==> src/rtl/serial_subtract.sv <==
// serial_subtract
//   Bit-serial n-bit subtractor: D = Xin - Yin - borrowin (mod 2^n) plus borrowout.
//   One full-subtractor cell handles one bit per clock, LSB first. Operands are
//   captured on an accepted start. A one-cycle done pulse marks a fresh result.
//
// Parameters
//   n          operand/result width in bits (n >= 2)
//
// Ports
//   Clock      in   sole clock, rising edge
//   Resetn     in   synchronous active-low reset
//   start      in   request, sampled only in IDLE
//   borrowin   in   borrow into bit 0, captured with the operands
//   Xin        in   [n] minuend
//   Yin        in   [n] subtrahend
//   D          out  [n] difference, holds the last completed result
//   borrowout  out  borrow out of bit n-1
//   busy       out  high while the bit loop runs
//   done       out  one-cycle pulse when D/borrowout have just updated
//   ovf        out  signed overflow of the last result
//
// Configuration
//   SUB_OVF_EN  defined: ovf is computed on each completion.
//               undefined: ovf is tied to 0 and no overflow logic is built.

module serial_subtract #(
   parameter int unsigned n = 4
) (
   input  logic         Clock,
   input  logic         Resetn,
   input  logic         start,
   input  logic         borrowin,
   input  logic [n-1:0] Xin,
   input  logic [n-1:0] Yin,
   output logic [n-1:0] D,
   output logic         borrowout,
   output logic         busy,
   output logic         done,
   output logic         ovf
);

   localparam int unsigned      CntW    = $clog2(n) + 1;
   localparam logic [CntW-1:0]  LastBit = CntW'(n - 1);

   typedef enum logic [1:0] {
      StIdle,
      StRun,
      StDone
   } state_e;

   state_e          r_state;
   logic [n-1:0]    r_x;
   logic [n-1:0]    r_y;
   logic [n-1:0]    r_res;
   logic            r_b;
   logic [CntW-1:0] r_cnt;
   logic [n-1:0]    r_d;
   logic            r_borrowout;
   logic            r_busy;
   logic            r_done;

   logic            w_xb;
   logic            w_yb;
   logic            w_d;
   logic            w_b;
   logic [n-1:0]    w_res_next;

   // Full-subtractor cell on the current LSBs of the shifting operands.
   assign w_xb       = r_x[0];
   assign w_yb       = r_y[0];
   assign w_d        = w_xb ^ w_yb ^ r_b;
   assign w_b        = (~w_xb & w_yb) | (~(w_xb ^ w_yb) & r_b);
   // Result enters at the MSB end so after n shifts bit 0 sits at position 0.
   assign w_res_next = {w_d, r_res[n-1:1]};

`ifdef SUB_OVF_EN
   logic r_xmsb;
   logic r_ymsb;
   logic r_ovf;
`endif

   always_ff @(posedge Clock) begin
      if (!Resetn) begin
         r_state     <= StIdle;
         r_x         <= '0;
         r_y         <= '0;
         r_res       <= '0;
         r_b         <= 1'b0;
         r_cnt       <= '0;
         r_d         <= '0;
         r_borrowout <= 1'b0;
         r_busy      <= 1'b0;
         r_done      <= 1'b0;
`ifdef SUB_OVF_EN
         r_xmsb      <= 1'b0;
         r_ymsb      <= 1'b0;
         r_ovf       <= 1'b0;
`endif
      end else begin
         r_done <= 1'b0;
         unique case (r_state)
            StIdle: begin
               if (start) begin
                  r_x     <= Xin;
                  r_y     <= Yin;
                  r_b     <= borrowin;
                  r_res   <= '0;
                  r_cnt   <= '0;
                  r_busy  <= 1'b1;
                  r_state <= StRun;
`ifdef SUB_OVF_EN
                  // Operand MSBs are shifted away during RUN, so keep copies.
                  r_xmsb  <= Xin[n-1];
                  r_ymsb  <= Yin[n-1];
`endif
               end
            end

            StRun: begin
               r_x   <= r_x >> 1;
               r_y   <= r_y >> 1;
               r_b   <= w_b;
               r_res <= w_res_next;
               r_cnt <= r_cnt + CntW'(1);
               if (r_cnt == LastBit) begin
                  r_d         <= w_res_next;
                  r_borrowout <= w_b;
                  r_busy      <= 1'b0;
                  r_done      <= 1'b1;
                  r_state     <= StDone;
`ifdef SUB_OVF_EN
                  // w_d is the result MSB on this edge.
                  r_ovf       <= (r_xmsb != r_ymsb) & (w_d != r_xmsb);
`endif
               end
            end

            StDone: begin
               r_state <= StIdle;
            end

            default: begin
               r_state <= StIdle;
               r_busy  <= 1'b0;
            end
         endcase
      end
   end

   assign D         = r_d;
   assign borrowout = r_borrowout;
   assign busy      = r_busy;
   assign done      = r_done;

`ifdef SUB_OVF_EN
   assign ovf = r_ovf;
`else
   assign ovf = 1'b0;
`endif

endmodule
==> config.mk <==
export PLATFORM = sky130hd
export DESIGN_NAME = serial_subtract
export DESIGN_NICKNAME = d
export VERILOG_FILES = /design/src/rtl/serial_subtract.sv
export SDC_FILE = /design/constraint.sdc
export NUM_CORES = 1
export LEC_CHECK = 0
export CORE_MARGIN = 5
export CORE_UTILIZATION = 50
export DETAILED_ROUTE_END_ITERATION = 8
export PLACE_DENSITY = 0.75
export SLEW_MARGIN = 30
export SYNTH_ARGS = -nofsm -noshare
export SYNTH_HDL_FRONTEND = slang
export SYNTH_SLANG_ARGS = --single-unit
==> constraint.sdc <==
create_clock -name Clock -period 1.61 [get_ports Clock]
set_input_delay 0.322 -clock Clock [delete_from_list [all_inputs] [get_ports Clock]]
set_output_delay 0.322 -clock Clock [all_outputs]
set_load 0.03 [all_outputs]
==> key figures <==
Status
  – Status: complete, no violations

Clock network
  – H-tree depth: 1
  – Clock buffer depth: 2
  – Clock Latency Late Sink: 0.30 ns
  – Clock Pin Slew Worst Setup and Hold Paths: approximately 0.13 ns
  – # clock sinks: 24
  – CTS Buf Count: 3
  – CTS tree: yes
  – Root buffer cell: clkbuf_4

Placement
  – Placement Setup Slack: roughly 0.020 ns
  – HPWL after DPL: ~1600 um
  – I/O Buffers: 18
  – Placement Cell Area: 1227 um^2
  – Final RePlAce weighted congestion: between 0.7 and 0.8
  – Placed Cells incl. Taps: 147

Worst setup path
  – FF-to-FF path depth: 5
  – Critical path class: flop to flop
  – Worst EP arrival: 1.61 ns
  – Internal reg-to-reg setup slack: 0.21 ns
  – Crit path max fanout: 11
  – CP Capture Point: borrowout
  – Crit path required time: about 1.8 ns
  – Reg-to-reg endpoint: borrowout
  – Worst r2r src: r_cnt[0]
  – CP Capture Type: flop
  – Critical Path Start Type: flop
  – Crit path from: r_cnt[0]

STA
  – Final Cycle Share: between 80% and 90%
  – Layout Skew: 0.0008321 ns
  – Crit path time final: 1.402 ns
  – Hold Vio Cnt, Final: 0
  – RSZ-0062 raised after global routing: no
  – Fin worst setup slack: 0.2080 ns
  – Max-slew violations: 0
  – Fmax achieved: 713.2 MHz
  – Setup violations, final: 0
  – Setup TNS: 0 ns

Final layout
  – Area grow syn2layout: 21.23%
  – Antenna Cells: 0
  – Final Non-Filler Cells: 152
  – Layout cells sized above 1: 16.00%
  – Post-route cell area: 1279 um^2
  – Nets@finish: 141

Yosys
  – Cell area after synthesis: 1055 um^2
  – Post-synth EDFFs: 0
  – Synth area leaders: dfxtp_1 46%, a211oi_2 9.5%, mux2i_1 5.7%, nor2_1 3.6%, nand3_1 3.3%
  – Post-synthesis cell type count: 27
  – Synthesized flop and latch total: 24
  – Gate Count Post-Synth: 108
  – Area share of the largest cell type after synthesis: 45.55%
  – Top_reg_cell synth: dfxtp_1
  – Total number of yosys warnings: 0
  – Syn Area/Cell: 9.766 um^2
  – Sequential element share of the synthesized area: 45.55%
  – Top-count cell post-synth: dfxtp_1
  – Synth async-reset ratio: 0%
  – Syn Nets: 123
  – Top post-synthesis cells by count: 24 x dfxtp_1, 10 x nor2_1, 9 x nand2_1
  – Post-synth top area cell: dfxtp_1

Global route
  – Antenna violations before repair: 0
  – Largest net degree at the start of global routing: 21
  – Gr usage total: 13.87%
  – Vias in the first global route: 785
  – Gr ovfl total: 0
  – First-pass GRT wire length: ~3500 um

Die
  – Die Footprint: between 3000 and 4000 um^2
  – Starting Density: ~53%
  – Die H: 55.93 um
  – Core area: 1982 um^2
  – Die width: between 50 and 60 um
  – Row cnt: 16
  – Ports: 20

Pwr
  – Peak VDD IR: 0.6727 mV
  – Leak: 0.5054 nW
  – Power per Cell Area: 970.2 nW/um^2

Routing
  – Routed wire length: 2086 um
  – Routed len/inst: 13.72 um
  – Post-route ant nets: 0
  – Vias: roughly 790
  – First drt pass iteration count: 4
  – Initial DRC Count: 10
  – Vias/cell: about 5.2
  – DRC viols: 0

Hold path
  – Worst hold stages: 2
  – Worst Hold Class: flop to flop

Job
  – Maxcap violations: 0
worst min-delay path by stage:
stage              from        to  slack (ns)
2_1_floorplan    r_x[3]    r_x[3]        0.44
3_3_place_gp   r_cnt[2]  r_cnt[2]        0.45
3_5_place_dp     r_y[3]    r_y[3]        0.45
4_1_cts          r_y[3]    r_y[3]        0.47
5_1_grt        r_cnt[2]  r_cnt[2]        0.50
6_report         r_y[3]    r_y[3]        0.47
critical path, stage by stage, from the launching register on:
cell,delay (ns)
dfxtp_1,0.39
ha_1,0.18
ha_1,0.20
nand3b_1,0.10
buf_4,0.19
o31ai_1,0.25
routing by layer:
metal / vias up / GRT usage, % / routed length [um]
met5: - / 0 / 0
met3: 2 / 3.248 / 94
met2: 19 / 24.49 / 1034
li1: 404 / - / -
met1: 363 / 16.22 / 931
met4: 0 / 5.085 / 25
layout make-up:
cell class                 count  area (um^2)
timing repair buffer          23        209.0
fill                         172        703.2
inverter                       6        22.52
clock buffer                   3        22.52
sequential                    24        480.5
tap                           27        33.78
clock inverter                 1        30.03
multi-input combinational     68        480.5
cell usage in the layout (no fill, tap or decap):
cell / synthesis / final
nand3b_1: 1 / 1
nor3b_1: 1 / 1
nor4b_1: 2 / 2
buf_4: 4 / 5
nor2b_1: 1 / 1
nand3_1: 7 / 7
bufinv_16: 0 / 1
a211oi_2: 8 / 8
conb_1: 1 / 1
clkdlybuf4s50_1: 0 / 11
inv_1: 6 / 6
o21ba_4: 1 / 1
fa_1: 1 / 1
a21oi_1: 1 / 1
o21ai_2: 2 / 2
mux2i_1: 6 / 6
nand2b_1: 1 / 1
nor3_1: 1 / 1
dfxtp_1: 24 / 24
nor2_1: 10 / 10
ha_1: 2 / 2
o21ai_0: 7 / 7
clkbuf_4: 0 / 3
dlygate4sd2_1: 0 / 7
o31ai_1: 1 / 1
o32ai_1: 1 / 1
nand2_1: 9 / 9
o22ai_1: 4 / 4
state kept, by name, summed over array words and instances, names as in the netlist, 2 cells and up:
name     flops
D            4
r_x          4
r_y          4
r_cnt        3
r_res        3
r_state      2
cells by family after synthesis:
family | after synthesis | share of synthesized area (%)
AND/OR/NAND/NOR | 33 | 14.83
AO/OA/AOI/OAI | 25 | 20.40
flip-flops | 24 | 45.55
buffers and inverters | 16 | 8.896
multiplexers | 6 | 5.694
adder cells (fa/ha/maj) | 3 | 4.270
other | 1 | 0.3555
report_power, final:
part	switching (mW)	internal, mW	leakage, nW
sequential	0.0197	0.623	0.196
combinational	0.0919	0.0826	0.281
clock	0.172	0.251	0.0279
per-stage QoR:
stage                     hold WS (ns)  power, mW  utilization [%]
after CTS                       0.4704      1.245            64.14
after global routing            0.5000      1.286            64.52
after floorplan                 0.4356     0.7755                -
after detailed placement        0.4527     0.8303            61.93
after global placement          0.4488     0.8201            61.93
final                           0.4682      1.241            64.52
repair_timing:
| item | in CTS | in global routing |
|---|---|---|
| resized for setup | 7 | 0 |
| buffers inserted | 0 | 1 |
| endpoints found under the hold margin | 0 | 0 |
| hold buffers | 0 | 0 |
| endpoints found under the setup margin | 7 | 5 |
Power figures use the tool's default switching activity.
